File: src/rtl/aes_loader_pkg.sv
// aes_loader_pkg: shared state encoding and word/block geometry for the AES block loader
package aes_loader_pkg;
    typedef enum logic [1:0] {FILL, ISSUE, GAP} state_t;
    localparam int WORDS_PER_BLOCK = 4;
    localparam int WORD_W = 32;
endpackage

File: src/rtl/aes_block_loader_if.sv
// aes_block_loader_if: 32-bit valid/ready word stream with a key/data group tag
interface aes_block_loader_if;
    import aes_loader_pkg::*;
    logic [WORD_W-1:0] s_word;
    logic s_is_key;
    logic s_valid;
    logic s_ready;
    modport master (output s_word, s_is_key, s_valid, input s_ready);
    modport slave (input s_word, s_is_key, s_valid, output s_ready);
endinterface

File: src/rtl/aes_word_collector.sv
// aes_word_collector: shifts four 32-bit words into a 128-bit group, first word landing in the top slot
module aes_word_collector
    import aes_loader_pkg::*;
(
    input  logic clk,
    input  logic rst,
    input  logic load,
    input  logic clr,
    input  logic [WORD_W-1:0] word,
    output logic [WORDS_PER_BLOCK*WORD_W-1:0] data,
    output logic [2:0] count
);
    logic [WORDS_PER_BLOCK*WORD_W-1:0] sr;
    // data already includes the word being loaded this cycle, so a completing word can be captured directly
    assign data = load ? {sr[(WORDS_PER_BLOCK-1)*WORD_W-1:0], word} : sr;
    always_ff @(posedge clk)
        if (rst) begin
            sr <= '0;
            count <= '0;
        end else begin
            if (load) sr <= data;
            count <= clr ? 3'd0 : load ? count + 3'd1 : count;
        end
endmodule

File: src/rtl/aes_block_loader.sv
// aes_block_loader: assembles key/data groups for AES_top and holds them until done (AES_LOADER_TIMEOUT_EN adds ISSUE abort)
module aes_block_loader
    import aes_loader_pkg::*;
#(
    parameter int MIN_GAP = 2,
    parameter int CNT_W = 16,
    parameter int TIMEOUT_CYCLES = 64
) (
    input  logic AES_clk,
    input  logic AES_rst,
    aes_block_loader_if.slave stream,
    output logic AES_en,
    output logic [127:0] AES_data_in,
    output logic [127:0] AES_key_in,
    input  logic AES_data_out_valid,
    output logic busy,
    output logic [CNT_W-1:0] blk_count
`ifdef AES_LOADER_TIMEOUT_EN
    ,
    output logic timeout_err
`endif
);
    localparam int BW = WORDS_PER_BLOCK * WORD_W;
    state_t state, next;
    logic [BW-1:0] k_data, d_data;
    logic [2:0] k_cnt, d_cnt;
    logic key_full, k_acc, d_acc, k_last, issue, tmo, done;
    logic [15:0] gap;

    assign k_acc = stream.s_valid & stream.s_ready & stream.s_is_key;
    assign d_acc = stream.s_valid & stream.s_ready & ~stream.s_is_key;
    assign k_last = k_acc && k_cnt == 3'(WORDS_PER_BLOCK - 1);
    assign issue = state == FILL && d_cnt == 3'(WORDS_PER_BLOCK) && key_full;
    assign done = state == ISSUE && (AES_data_out_valid || tmo);

    aes_word_collector u_key (
        .clk(AES_clk), .rst(AES_rst), .load(k_acc), .clr(k_last),
        .word(stream.s_word), .data(k_data), .count(k_cnt)
    );
    aes_word_collector u_data (
        .clk(AES_clk), .rst(AES_rst), .load(d_acc), .clr(issue),
        .word(stream.s_word), .data(d_data), .count(d_cnt)
    );

    always_ff @(posedge AES_clk)
        state <= AES_rst ? FILL : next;

    // the FILL cycle itself counts as one low cycle, so GAP leaves one cycle early
    always_comb
        next = state == FILL ? (issue ? ISSUE : FILL)
             : state == ISSUE ? (done ? GAP : ISSUE)
             : (gap < 16'd2 ? FILL : GAP);

    always_comb begin
        busy = state != FILL;
        stream.s_ready = stream.s_is_key ? state == FILL : d_cnt < 3'(WORDS_PER_BLOCK);
    end

    always_ff @(posedge AES_clk)
        if (AES_rst) begin
            AES_en <= 1'b0;
            AES_data_in <= '0;
            AES_key_in <= '0;
            blk_count <= '0;
            key_full <= 1'b0;
            gap <= '0;
        end else begin
            AES_en <= next == ISSUE;
            if (issue) AES_data_in <= d_data;
            if (k_last) AES_key_in <= k_data;
            key_full <= k_last | (key_full & ~k_acc);
            if (state == ISSUE && AES_data_out_valid) blk_count <= blk_count + CNT_W'(1);
            gap <= done ? 16'(MIN_GAP - 1) : (state == GAP && gap != 16'd0) ? gap - 16'd1 : gap;
        end

`ifdef AES_LOADER_TIMEOUT_EN
    logic [15:0] tcnt;
    assign tmo = tcnt == 16'(TIMEOUT_CYCLES - 1);
    always_ff @(posedge AES_clk)
        if (AES_rst) begin
            tcnt <= '0;
            timeout_err <= 1'b0;
        end else begin
            tcnt <= state == ISSUE ? tcnt + 16'd1 : 16'd0;
            if (state == ISSUE && tmo && !AES_data_out_valid) timeout_err <= 1'b1;
        end
`else
    assign tmo = 1'b0 & (TIMEOUT_CYCLES > 0);
`endif
endmodule

File: src/flat_wrapper.sv
// flat-port wrapper written by rule: the top's interface ports become plain ports
module aes_block_loader_flat import aes_loader_pkg::*;
#(
    parameter int MIN_GAP = 2,
    parameter int CNT_W = 16,
    parameter int TIMEOUT_CYCLES = 64
)
  (AES_clk, AES_rst, AES_en, AES_data_in, AES_key_in, AES_data_out_valid, busy, blk_count, stream_s_word, stream_s_is_key, stream_s_valid, stream_s_ready);
  aes_block_loader_if stream_i ();
  input  logic AES_clk;
  input  logic AES_rst;
  output logic AES_en;
  output logic [127:0] AES_data_in;
  output logic [127:0] AES_key_in;
  input  logic AES_data_out_valid;
  output logic busy;
  output logic [CNT_W-1:0] blk_count;
  input wire logic [$bits(stream_i.s_word)-1:0] stream_s_word;
  input wire logic [$bits(stream_i.s_is_key)-1:0] stream_s_is_key;
  input wire logic [$bits(stream_i.s_valid)-1:0] stream_s_valid;
  output wire logic [$bits(stream_i.s_ready)-1:0] stream_s_ready;
  assign stream_i.s_word = stream_s_word;
  assign stream_i.s_is_key = stream_s_is_key;
  assign stream_i.s_valid = stream_s_valid;
  assign stream_s_ready = stream_i.s_ready;
  aes_block_loader #(.MIN_GAP(MIN_GAP), .CNT_W(CNT_W), .TIMEOUT_CYCLES(TIMEOUT_CYCLES)) u_core (.AES_clk(AES_clk), .AES_rst(AES_rst), .stream(stream_i), .AES_en(AES_en), .AES_data_in(AES_data_in), .AES_key_in(AES_key_in), .AES_data_out_valid(AES_data_out_valid), .busy(busy), .blk_count(blk_count));
endmodule
File: config.mk
export PLATFORM = sky130hd
export DESIGN_NAME = aes_block_loader_flat
export DESIGN_NICKNAME = d
export VERILOG_FILES = /design/src/rtl/aes_loader_pkg.sv /design/src/rtl/aes_block_loader_if.sv /design/src/rtl/aes_word_collector.sv /design/src/rtl/aes_block_loader.sv /design/src/flat_wrapper.sv
export SDC_FILE = /design/constraint.sdc
export NUM_CORES = 1
export LEC_CHECK = 0
export BUFFER_PORTS_ARGS = -buffer_cell sky130_fd_sc_hd__buf_2
export CORE_MARGIN = 4
export CORE_UTILIZATION = 55
export CTS_CLUSTER_SIZE = 25
export DETAILED_ROUTE_END_ITERATION = 8
export PLACE_DENSITY = 0.78
export SETUP_SLACK_MARGIN = 0.1
export SLEW_MARGIN = 20
export SYNTH_ARGS = -nofsm -noshare
export SYNTH_HDL_FRONTEND = slang
export SYNTH_SLANG_ARGS = --single-unit
File: constraint.sdc
create_clock -name AES_clk -period 2.3 [get_ports AES_clk]
set_input_delay 0.23 -clock AES_clk [delete_from_list [all_inputs] [get_ports AES_clk]]
set_output_delay 0.23 -clock AES_clk [all_outputs]
set_load 0.02 [all_outputs]
After elaboration in Yosys (flattened, before gate mapping)
Cells that the tools add are included.

Input port bits: 37. Register bits after elaboration: 554. Output and inout port bits: 275. Word-level logic and storage cells: 52.

$add $sub $neg: 4. $lt $le $gt $ge: 2. Muxes and demuxes: 10. Reduce and logical (&&, ||, !) cells: 12. Bitwise gates (word level): 7. Equality and inequality tests: 5.

Operator list (count): $mux W128 (2); $add A16 B1 Y16 const B (1); $lt A16 B2 Y1 const B (1); $reduce_bool A16 Y1 (1); $sub A16 B1 Y16 const B (1); $mux W2 (4); $add A3 B1 Y3 const B (2); $reduce_or A2 Y1 (3); $logic_and A1 B1 Y1 (5); $and A1 B1 Y1 (4); $eq A2 B1 Y1 const B (2); $mux W1 (4); $reduce_bool A2 Y1 (2); $eq A3 B2 Y1 const B (1); $eq A3 B3 Y1 const B (1); $lt A3 B3 Y1 const B (1); $eq A2 B2 Y1 const B (1); $logic_not A2 Y1 (1); $not A1 Y1 (2); $or A1 B1 Y1 (1).

Longest topological paths before layout
Gate-level depths: netlist of run 1.

Depth after elaboration: 7. Mapped depth: 8. Gate-level depth less buffers: 6.

By module
A second synthesis of run 1 with hierarchy kept.

Cells, all modules: 2167. Area total of the unflattened synthesis: 21235.4 um^2.

Modules (own cells, without submodules): aes_word_collector (seq. area each 2622.5 um^2, cells an instance 424, area each 5415.2 um^2, times used 2); aes_block_loader (seq. area each 5845.6 um^2, cells an instance 1319, area each 10405.0 um^2, times used 1).

Worst setup path before layout of run 1
No wires, ideal clock.

Path type: reg-to-reg. Start: reg u_core.gap[3]. End: reg u_core.gap[12]. Period minus slack after synthesis: 1.988 ns. Cell stages (with the launch flop): 5. Slack: 0.312 ns. Path buffers: 0. Arrival time: 1.917 ns. Library setup time: 0.072 ns. Required time: 2.228 ns. Path through: dfxtp_1 or4_4 or4_4 nor4_1 mux2i_1.

Cells in the longest elaborated chain, start to end: 2. Elaborated cells between the ends (all ways): 3. Those cells by class: add/sub (1); reduce/logical (2).

Ends and longest elaborated chain: start, declared (line aes_block_loader.sv:28) `logic [15:0] gap;`; start signal, assigned (line aes_block_loader.sv:73) `gap <= done ? 16'(MIN_GAP - 1) : (state == GAP && gap != 16'd0) ? gap - 16'd1 : gap;`; branches (longest 2 deep; another with $sub A16 B1 Y16).

Parallel ways; which one is timed is not known. A chain may end at the register's enable or synchronous reset.

Worst setup path after layout of run 1
Ends and elaborated chain as after synthesis.

==> results.ini, run 1 <==
[status]
status=finished clean

[global_routing]
grt_most_used_layer=met2
met1_usage=0.3369
gr-usage-all-layers=0.2604
gr-usage-met3=0.06050
grt_pass1_vias=14721
gr-total-overflow=0
grt_max_degree=131
grt_use_met2=0.4391
antenna_found_initial=1
grt_pass1_wl_microns=76210

[power]
pwr_density_cell_nw_per_um2=823.4
p_sw_mw=3.809
p_comb_frac=0.034
clkPwrFrac=0.450
p_leak_nw=9.320
power.internal_mw=13.97
ir_drop_v=0.0006348
p_sw_frac=0.2143
power_frac_seq=0.516
p_total_mw=17.77

[worst_setup_path]
worstPathArrival_ps=2570
endpoint_kind=register
r2r_end=u_core.gap[12]
required_ps=2770
cpLargestDelayFamily=simple AND/OR/NAND/NOR gates
crit_path_max_incr_delay_ps=580
cp-start-kind=register
timing.rr.start=u_core.gap[3]
path_class=register to register
critPathBufInv=0
crit_slowest_cell=or4_4
crit_fanout=8
crit_top_cell=or4_4
rrSetupSlack_ps=200
reg2reg_depth=4
path_cells=or4_4 -> or4_4 -> nor4_2 -> mux2i_1

[yosys]
synthCells=2051
yosys.area.top_type=dfxtp_1
avgSynthCellArea_sq_um=8.667
ys_top_cells_by_area=dfxtp_1, nand2_1, a21oi_1, o22a_1, clkbuf_1
synth_edf_count=0
synth_seq_cells=522
synth.most_common_cell=nand2_1
yosysWarnings=0
yosys.cell_types.count=46
ys_seq_area_frac=0.5879
synthesis.nets=2095
syn_area_sq_um=17780
ys_top_cells_by_count=nand2_1, dfxtp_1, a21oi_1, clkbuf_1, o22a_1
ys.flop_type=dfxtp_1
async_flop_share=0
yosysTopAreaCellShare=0.5879

[detailed_routing]
totalWireLength_microns=48430
drt_iter0_markers=1351
remaining_drc_errors=0
wl_per_cell_microns=17.59
vias_per_cell=5.570
first_pass_iters=6
vias=15340
ant_nets=0

[clock_network]
clk_latency_ps=540
post_cts_buffers=0
path_clk_slew_ps=60
cts_tree=built
cts_made_buffers=49
cts_buffer_depth=3
root_buffer=clkbuf_16
cts_max_level=2
cts_sinks=522

[timing]
final-hold-violation-count=0
setup_viol=0
slew_headroom=0.5356
min_period_ps=2104
rsz0062_at_grt=false
fin_setup_tns_ps=0
timing.final.crit_share=0.9147
clock.fmax_ghz=0.4753
slew_violations=0
clock_skew_ps=14.75
worstMarginPinSlew_ps=696.6

[layout]
nFillCells=2530
layout-drive-gt1-share=0.1863
multi_input_area_sq_um=6740
final_nets=2358
syn2layout_area_growth_pct=21.43
seq_area_sq_um=10450
postLayoutCoreUtil=0.6806

[floorplanning]
dieArea_sq_um=35260
rows=65
die_h_microns=187.8
coreArea_sq_um=31720
start_util=0.5604
fp.dieW_microns=187.8
ios=312

[worst_hold_path]
hold_path_startpoint=stream_s_word[23]
holdPathEnd=u_core.u_key.sr[23]
hold_class=input pin to register
hold_depth=3

[placed_design]
port-buffer-count=311
hpwl_microns=31820
gp_congestion=0.8484

[flow_run]
drv_cap=0

[power groups by stage]
stage | registers [mW] | clock network, mW | logic (mW)
finish | 9.18 | 7.99 | 0.603
global route | 9.18 | 8.48 | 0.661
CTS | 9.18 | 8.09 | 0.599
detailed placement | 9.38 | 0 | 0.556
global placement | 9.38 | 0 | 0.550
floorplan | 9.36 | 0 | 0.352
[stage by stage]
stage | hold slack, ps | area (sq um) | cells | setup slack, ps
2_1_floorplan | 366.0 | 17780 | 2051 | 311.7
3_3_place_gp | 438.5 | 19640 | 2633 | 264.6
3_5_place_dp | 443.9 | 19640 | 2633 | 181.8
4_1_cts | 11.94 | 21570 | 2752 | 156.0
5_1_grt | 20.06 | 21580 | 2753 | 80.87
6_report | 31.03 | 21590 | 2754 | 196.2
[cells by family after synthesis]
group | count (synthesis) | synth area share
AO/OA/AOI/OAI | 526 | 0.1774
XOR/XNOR | 11 | 0.005420
adder cells (fa/ha/maj) | 7 | 0.004927
buffers and inverters | 166 | 0.03611
flip-flops | 522 | 0.5879
multiplexers | 4 | 0.002253
AND/OR/NAND/NOR | 815 | 0.1860
[how the worst max path moves through the flow]
stage,start,cells after the start,endpoint,slack [ps]
detailed placement,u_core.gap[3],4,u_core.gap[12],180
CTS,u_core.state[1],5,u_core.AES_data_in[72],160
finish,u_core.gap[3],4,u_core.gap[12],200
global route,u_core.gap[3],4,u_core.gap[12],80
global placement,u_core.u_data.count[0],6,u_core.AES_data_in[102],260
floorplan,u_core.gap[3],4,u_core.gap[12],310
[sequential cells by signal (all words and copies together) (netlist names), named ones only]
| register | flops |
|---|---|
| u_core.AES_en | 1 |
| u_core.u_key.count | 3 |
| u_core.AES_key_in | 128 |
| u_core.blk_count | 16 |
| u_core.state | 2 |
| u_core.gap | 16 |
| u_core.u_data.sr | 128 |
| u_core.u_data.count | 3 |
| u_core.AES_data_in | 128 |
| u_core.u_key.sr | 96 |
[worst register-to-register path: stages (launching register included)]
cell and delay (ps):
dfxtp_1 370, or4_4 580, or4_4 540, nor4_2 310, mux2i_1 230
[routing by layer]
metal / routed length (microns) / up-vias / share of wire
li1: - / 7412 / -
met1: 20470 / 7319 / 0.42
met2: 23030 / 526 / 0.48
met3: 3573 / 81 / 0.074
met4: 1346 / 2 / 0.028
met5: 13 / - / 0.00027
[cells in the final DEF, fill, tap and decap left out, types with 8 or more instances in the layout]
cell,synthesis,routed
clkbuf_1,144,11
buf_2,0,310
clkinv_2,0,8
nand4_1,8,8
inv_1,8,8
nor2_1,19,18
buf_12,0,13
a21oi_1,374,374
clkbuf_8,1,14
o22a_1,128,128
o21ai_0,12,12
dfxtp_1,522,522
nand2_1,718,717
or3_1,15,15
buf_4,0,14
clkbuf_16,0,50
dlygate4sd3_1,0,31
[repair_timing]
item / in CTS / in global routing
setup endpoints to repair: 0 / 27
hold buffers: 31 / 0
endpoints found under the hold margin: 62 / 0
resized for setup: 0 / 1
[area by class of cell]
type | instances | area share
Antenna cell | 1 | 0.0001159
Tap cell | 402 | 0.02330
Timing Repair Buffer | 369 | 0.1039
Clock buffer | 75 | 0.06880
Multi-Input combinational cell | 1364 | 0.3123
Inverter | 8 | 0.001391
Sequential cell | 522 | 0.4841
Clock inverter | 13 | 0.006144
No activity file was read; power rests on OpenSTA's default activity.
==> run 2: changes to the inputs <==
CORE_ASPECT_RATIO = 0.5   (was default)
CORE_UTILIZATION = 45   (was 55)
PLACE_DENSITY = 0.65   (was 0.78)
clock period = 2.59 ns   (was 2.3 ns; I/O delays follow)
==> results.ini, run 2 (synthesized netlist as in run 1, its figures left out) <==
[clock_network]
clk_latency_ps=550
path_clk_slew_ps=70
post_cts_buffers=0
cts_tree=built
root_buffer=clkbuf_16
cts_made_buffers=45
cts_buffer_depth=3
cts_hold_buf=25
cts_max_level=2
ctsResizeCount=0
cts_sinks=522

[worst_setup_path]
crit_fanout=8
worstPathArrival_ps=2610
crit_path_max_incr_delay_ps=570
required_ps=3050
path_class=register to register
endpoint_kind=register
cp-start-kind=register
crit_slowest_cell=or4_4
path_cells=or4_4 -> or4_4 -> nor4_1 -> mux2i_1
crit_top_cell=or4_4

[timing]
setup_viol=0
clock.fmax_ghz=0.4655
fin_setup_tns_ps=0
worstMarginPinSlew_ps=801.2
hold_ws_ps=33.44
min_period_ps=2148
final-hold-violation-count=0
clock_skew_ps=19.69
slew_headroom=0.4658
timing.final.crit_share=0.8294
rsz0062_at_grt=false
slew_violations=0
fin_ws_ps=441.7

[floorplanning]
fp.dieW_microns=289.1
coreArea_sq_um=38920
die_h_microns=148.5
ios=312
dieArea_sq_um=42940
start_util=0.4567
rows=51

[worst_hold_path]
hold_class=input pin to register

[detailed_routing]
vias_per_cell=5.166
totalWireLength_microns=50030
ant_nets=0
wl_per_cell_microns=17.46
first_pass_iters=5
remaining_drc_errors=0
vias=14805
drt_iter0_markers=1149

[global_routing]
gr-total-overflow=0
gr-usage-all-layers=0.2236
grt_pass1_vias=13684
grt_max_degree=97
antenna_found_initial=0
grt_pass1_wl_microns=77580

[status]
status=finished clean

[layout]
nFillCells=3678
seq_area_sq_um=10450
stdcell_count=2866
layout_commonest_cell=nand2_1
reg_top3=u_core.AES_data_in: 128 flops, u_core.AES_key_in: 128 flops, u_core.u_data.sr: 128 flops
layout_common_cells=nand2_1, dfxtp_1, a21oi_1
fin_area_sq_um=21530
final_nets=2346
antenna_cells=0
postLayoutCoreUtil=0.5530
multi_input_area_sq_um=6728
syn2layout_area_growth_pct=21.09
layout-drive-gt1-share=0.1828

[placed_design]
hpwl_microns=32750
port-buffer-count=311
gp_congestion=0.8637
dp_cells=2760
place_area_sq_um=19780
dp_slack_ps=488.8

[power]
ir_drop_v=0.0004911
p_leak_nw=9.221
pwr_density_cell_nw_per_um2=721.4
p_total_mw=15.53

[flow_run]
drv_cap=0

## run 2: cell types whose count changed in the layout (fill, tap and decap cells not counted), sizes merged
cell	change
inv	+1
buf	-1
nor2	-1
dlygate4sd3	-6
clkbuf	-4
diode	-1
clkinv	-4
## run 2: layer usage
metal | wire (microns) | up-vias | track usage
met5 | 0 | - | 0
met4 | 1013 | 0 | 0.05302
met3 | 2470 | 66 | 0.03783
met2 | 23070 | 351 | 0.3568
met1 | 23480 | 7000 | 0.3188
li1 | - | 7388 | -
## run 2: worst paths after layout
| kind | startpoint | to | slack (ps) | depth (start not counted) |
|---|---|---|---|---|
| hold reg to reg | u_core.u_key.sr[89] | u_core.AES_key_in[121] | 440 | 2 |
| setup reg to reg | u_core.gap[3] | u_core.gap[12] | 440 | 4 |
| hold / removal | stream_s_word[3] | u_core.AES_key_in[3] | 30 | 3 |
| setup / recovery | u_core.gap[3] | u_core.gap[12] | 440 | 4 |
## run 2: cell type report
cell class / count / share of cell area
flip-flops and latches: 522 / 0.4855
inverters: 8 / 0.001395
well taps: 530 / 0.03081
clock inverters: 10 / 0.004941
multi-input cells: 1363 / 0.3125
clock buffers: 71 / 0.06440
repair buffers: 362 / 0.1004
## run 2: power by group
part | leakage [nW] | internal [mW] | switching [mW]
clock network | 0.736 | 3.88 | 2.97
registers | 4.21 | 8.10 | 0.0582
logic | 4.27 | 0.148 | 0.381
## run 2: worst max-delay path, delay by kind of cell, from the launching register on
| family | cells | cell delay (ps) |
|---|---|---|
| flip-flops | 1 | 360 |
| multiplexers | 1 | 230 |
| AND/OR/NAND/NOR | 3 | 1470 |
